--- config.mk ---
export PLATFORM = sky130hd
export DESIGN_NAME = led_anim_scheduler
export DESIGN_NICKNAME = d
export VERILOG_FILES = /design/src/rtl/led_anim_scheduler.sv
export SDC_FILE = /design/constraint.sdc
export NUM_CORES = 1
export LEC_CHECK = 0
export CORE_MARGIN = 10
export CORE_UTILIZATION = 60
export DETAILED_ROUTE_END_ITERATION = 6
export PLACE_DENSITY = 0.83
export SLEW_MARGIN = 40
export SYNTH_ARGS = -nofsm -noshare
export SYNTH_HDL_FRONTEND = slang
export SYNTH_SLANG_ARGS = --single-unit
--- constraint.sdc ---
create_clock -name clk -period 4.4 [get_ports clk]
set_clock_uncertainty 0.1 [all_clocks]
set_input_delay 0.88 -clock clk [delete_from_list [all_inputs] [get_ports clk]]
set_output_delay 0.88 -clock clk [all_outputs]
set_load 0.02 [all_outputs]
--- src/rtl/led_anim_scheduler.sv ---
// Round-robin scheduler that lends the LED bar to one requester at a time and plays FILL/BLINK/CHASE.
// Define LED_SCHED_PRIO0_EN to give requester 0 absolute priority whenever it is pending in IDLE.
module led_anim_scheduler #(
   parameter int NREQ     = 4,
   parameter int LED_W    = 5,
   parameter int TICK_DIV = 8388608
) (
   input  logic                clk,
   input  logic                reset,
   input  logic [NREQ-1:0]     req,
   input  logic [2*NREQ-1:0]   mode,
   output logic [LED_W-1:0]    led,
   output logic [NREQ-1:0]     grant,
   output logic                busy,
   output logic                done
);
   localparam int PW = (NREQ > 1) ? $clog2(NREQ) : 1;
   localparam int CW = (TICK_DIV > 1) ? $clog2(TICK_DIV) : 1;

   typedef enum logic [1:0] {IDLE, GRANT, PLAY} state_t;
   state_t state, state_next;

   logic [NREQ-1:0]  pending;
   logic [NREQ-1:0]  clr;
   logic [PW-1:0]    ptr;
   logic [PW-1:0]    owner;
   logic [PW-1:0]    winner;
   logic             found;
   logic [CW-1:0]    presc;
   logic [3:0]       step;
   logic [3:0]       nsteps;
   logic [1:0]       anim;
   logic [1:0]       mode_sel;
   logic             tick;
   logic             last_step;
   logic [LED_W-1:0] pattern;
   int               idx;

   assign busy  = (state != IDLE);
   assign grant = busy ? (NREQ'(1) << owner) : '0;
   assign clr   = (state == GRANT) ? grant : '0;
   assign tick  = (presc == CW'(TICK_DIV - 1));
   assign last_step = (step == nsteps - 4'd1);

   // Upward search from the pointer, wrapping; the first pending index wins.
   always_comb begin
      winner = '0;
      found  = 1'b0;
      idx    = 0;
      for (int k = 0; k < NREQ; k++) begin
         idx = (int'(ptr) + k) % NREQ;
         if (!found && pending[PW'(idx)]) begin
            found  = 1'b1;
            winner = PW'(idx);
         end
      end
`ifdef LED_SCHED_PRIO0_EN
      if (pending[0]) begin
         winner = '0;
      end
`endif
   end

   always_comb begin
      mode_sel = 2'b00;
      for (int i = 0; i < NREQ; i++) begin
         if (owner == PW'(i)) begin
            mode_sel = mode[2*i +: 2];
         end
      end
   end

   // Mode 11 falls into the FILL branch; every pattern ends on an all-zero step.
   always_comb begin
      pattern = '0;
      nsteps  = 4'(LED_W + 1);
      case (anim)
         2'b01: begin
            nsteps = 4'd6;
            if (!step[0]) pattern = '1;
         end
         2'b10: begin
            if (int'(step) < LED_W) pattern = LED_W'(1) << step;
         end
         default: begin
            if (int'(step) < LED_W) pattern = LED_W'((32'd1 << (step + 4'd1)) - 32'd1);
         end
      endcase
   end

   always_comb begin
      state_next = state;
      case (state)
         IDLE:    if (found) state_next = GRANT;
         GRANT:   state_next = PLAY;
         PLAY:    if (done) state_next = IDLE;
         default: state_next = IDLE;
      endcase
   end

   // The GRANT cycle counts as prescaler cycle 0, so the first step lands TICK_DIV cycles after it.
   always_ff @(posedge clk) begin
      if (!reset) begin
         state   <= IDLE;
         pending <= '0;
         ptr     <= '0;
         owner   <= '0;
         presc   <= '0;
         step    <= '0;
         anim    <= '0;
         led     <= '0;
         done    <= 1'b0;
      end else begin
         state   <= state_next;
         pending <= (pending & ~clr) | req;
         done    <= 1'b0;
         case (state)
            IDLE: begin
               presc <= '0;
               if (found) begin
                  owner <= winner;
                  ptr   <= (winner == PW'(NREQ - 1)) ? '0 : winner + PW'(1);
               end
            end
            GRANT: begin
               anim  <= mode_sel;
               presc <= CW'(1);
               step  <= '0;
            end
            PLAY: begin
               if (!done) begin
                  if (tick) begin
                     presc <= '0;
                     led   <= pattern;
                     step  <= step + 4'd1;
                     done  <= last_step;
                  end else begin
                     presc <= presc + CW'(1);
                  end
               end
            end
            default: presc <= '0;
         endcase
      end
   end
endmodule

==> flow_metrics.py <==
metrics = {
    "status": {
        "status": "complete, no violations",
    },
    "floorplan": {
        "start_util_pct": 62.3,
        "core_area_sq_um": 4350,
        "fp.dieW_um": 87.3,
        "die_h_um": 87.3,
        "num_rows": 24,
        "dieArea_sq_um": 7610,
        "boundaryPins": 25,
    },
    "placement": {
        "io_buffers": 24,
        "place_ws_ns": 1.46,
        "place_congestion": 0.888,
        "dpl.hpwl_um": 4440,
    },
    "setup_path": {
        "r2r-end": "presc[13]$_SDFFE_PN0P_",
        "worst_path_max_delay_cell": "clkdlybuf4s50_1",
        "crit_family": "buffers and inverters",
        "r2r_slack_ns": 1.85,
        "crit_buf_inv": 2,
        "r2r-start": "state[0]$_SDFFE_PN0P_",
        "worst-setup-path-type": "flop to output pin",
        "crit_chain": "inv_1 -> ha_1 -> nor2b_1 -> and2_1 -> clkdlybuf4s50_1",
        "endpoint_kind": "output pin",
        "cp.arrival_ns": 2.05,
        "cp_slowest_stage_delay_ns": 0.60,
        "critical_path_required_ns": 3.42,
        "rr_worst_depth": 7,
        "start_kind": "flop",
        "worstPathMaxFanout": 7,
    },
    "logic_synthesis": {
        "synthesis.nets": 371,
        "yosys_warnings": 0,
        "syn_area_per_cell_sq_um": 7.94,
        "synth_top_cells_by_area": "dfxtp_1, a21oi_1, ha_1",
        "synthFlopType": "dfxtp_1",
        "ys_types": 53,
        "synth_top_cell_area_share_pct": 33.2,
        "synthCells": 342,
        "synth-async-reset-ratio_pct": 0,
        "ys_ff_latch": 45,
        "yosysSeqAreaShare_pct": 33.2,
        "synth_area_sq_um": 2710,
        "synth_area_leader_cell": "dfxtp_1",
        "synth_edf_count": 0,
    },
    "sta": {
        "tightestPinTransition_ns": 0.718,
        "hold_violations": 0,
        "fin_crit_ns": 3.03,
        "report.final.setup_viol": 0,
        "period_share_pct": 69.0,
        "fin_ws_ns": 1.37,
        "slew_headroom_pct": 52.1,
        "max_freq_mhz": 330,
        "rsz0062_at_grt": "no",
        "fin_tns_setup_ns": 0,
        "timing.final.max_slew_violations": 0,
    },
    "clock_network": {
        "ctsHoldBuffers": 0,
        "clk_path_buf_depth": 2,
        "cts_buffers": 5,
        "cts-root-buf": "clkbuf_8",
        "clk_latency_ns": 0.30,
        "post_cts_buffers": 0,
        "clock-sinks": 45,
        "cts_tree": "built",
        "htreeDepth": 2,
        "ctsResizeCount": 0,
        "clk_pin_slew_ns": 0.08,
    },
    "layout": {
        "drive_gt1_share_pct": 4.74,
        "finalNetCount": 387,
        "antennaDiodeCount": 0,
        "syn2layout_area_growth_pct": 13.2,
        "final_core_util_pct": 70.6,
    },
    "worst_hold_path": {
        "hold_depth": 1,
        "min_to": "presc[17]$_SDFFE_PN0P_",
        "hold_path.class": "flop to flop",
        "min-delay-start": "presc[17]$_SDFFE_PN0P_",
    },
    "global_route": {
        "antenna_found_initial": 0,
        "grt_max_degree": 27,
        "overflow": 0,
        "grt_first_pass_wirelength_um": 10600,
        "grt_pass1_vias": 2322,
        "grt_usage_pct": 16.5,
    },
    "power_and_ir_drop": {
        "p_clk_share_pct": 36.4,
        "p_leak_nw": 1.10,
        "p_comb_share_pct": 19.6,
        "p_sw_share_pct": 27.4,
        "switching_power_w": 0.000278,
        "power.share.sequential_pct": 44.0,
        "p_per_area_nw_per_um2": 329,
        "peakVddDrop_v": 0.000242,
        "p_int_w": 0.000734,
    },
    "route": {
        "detail-route-antenna-nets": 0,
        "routed_wl_um": 6190,
        "vias": 2545,
        "drt_pass1_iterations": 4,
        "via_per_inst": 6.19,
        "drc": 0,
        "wire_per_inst_um": 15.1,
        "dr.first_iter.drc_count": 232,
    },
    "job": {
        "cap_violations": 0,
    },
}
metal layers:
| layer | up-vias | GRT usage (%) | routed length (um) |
|---|---|---|---|
| li1 | 1282 | - | - |
| met1 | 1181 | 21.8 | 2900 |
| met2 | 71 | 25.5 | 2900 |
| met3 | 11 | 4.03 | 321 |
| met4 | 0 | 5.22 | 70 |
| met5 | - | 0 | 0 |
layout make-up:
| class | count | area [sq um] |
|---|---|---|
| multi-input combinational | 264 | 1670 |
| fill | 341 | 1280 |
| sequential | 45 | 901 |
| timing repair buffer | 24 | 240 |
| clock buffer | 5 | 68.8 |
| inverter | 18 | 67.6 |
| clock inverter | 3 | 65.1 |
| tap | 52 | 65.1 |
worst register-to-register path: stages (launching register included):
cell and delay, ns:
dfxtp_1 0.33, inv_1 0.08, ha_1 0.26, nor2b_1 0.54, nand3_1 0.22, a21oi_4 0.54
o21ai_0 0.22, a31oi_1 0.19
flip-flops by register name, indices dropped and copies added, names as in the netlist:
signal	cells
presc	23
led	5
ptr	2
done	1
owner	2
pending	4
step	4
state	2
anim	2
Yosys cell counts, drive strengths merged, types with 3 or more instances:
| master | instances |
|---|---|
| nand2b | 10 |
| and4 | 5 |
| ha | 15 |
| xnor2 | 3 |
| mux2i | 4 |
| a41oi | 3 |
| a22o | 3 |
| inv | 18 |
| clkbuf | 7 |
| and3 | 7 |
| o21ai | 13 |
| nand2 | 34 |
| nor3 | 10 |
| nor4 | 6 |
| a21oi | 41 |
| nor2 | 29 |
| nand4 | 8 |
| a31oi | 16 |
| and2 | 5 |
| nand3 | 22 |
| buf | 8 |
| dfxtp | 45 |
| nor2b | 6 |
power by group through the flow:
| stage | Combinational (W) | Sequential [W] | Clock [W] |
|---|---|---|---|
| floorplan | 0.000145 | 0.000446 | 0 |
| global placement | 0.000190 | 0.000454 | 0 |
| detailed placement | 0.000195 | 0.000455 | 0 |
| CTS | 0.000196 | 0.000446 | 0.000374 |
| global route | 0.000221 | 0.000448 | 0.000391 |
| finish | 0.000198 | 0.000446 | 0.000368 |
worst max-delay path by stage:
stage / from / cells after the start / endpoint / slack (ns)
final: state[0]$_SDFFE_PN0P_ / 5 / grant[3] / 1.37
after global routing: state[0]$_SDFFE_PN0P_ / 5 / grant[2] / 1.23
after CTS: state[0]$_SDFFE_PN0P_ / 5 / grant[3] / 1.35
after detailed placement: reset / 5 / presc[13]$_SDFFE_PN0P_ / 1.46
after global placement: reset / 4 / presc[8]$_SDFFE_PN0P_ / 1.58
after floorplan: step[0]$_SDFFE_PN0P_ / 10 / led[4]$_SDFFE_PN0P_ / 2.14
cell usage in the layout (no fill, tap or decap), drive strengths merged, types with 3 or more instances in the layout:
cell type      count
nor3              10
a21oi             41
nor2              29
dfxtp             45
a31oi             16
clkbuf             5
nand2             34
nor2b              6
nand3             22
and4               5
mux2i              4
a41oi              3
nand2b            10
xnor2              3
inv               18
clkdlybuf4s50     24
ha                15
and2               5
a22o               3
nand4              8
and3               7
nor4               6
o21ai             13
through the flow:
| step | area, sq um | total power, W | hold slack [ns] | std cells |
|---|---|---|---|---|
| finish | 3070 | 0.00101 | 0.381 | 411 |
| global route | 3070 | 0.00106 | 0.416 | 411 |
| CTS | 3070 | 0.00102 | 0.376 | 411 |
| detailed placement | 2940 | 0.000650 | 0.359 | 403 |
| global placement | 2940 | 0.000644 | 0.357 | 403 |
| floorplan | 2710 | 0.000591 | 0.332 | 342 |
kinds of logic after synthesis:
family                     synth area share [%]
and+or+nand+nor                            29.8
AOI/OAI and AO/OA                          20.2
DFF                                        33.2
buffers and inverters                      5.44
adders and majority gates                  6.92
muxes                                      3.14
xor gates and xnor gates                   1.29
Note: power is estimated with default switching activity, not from simulation.
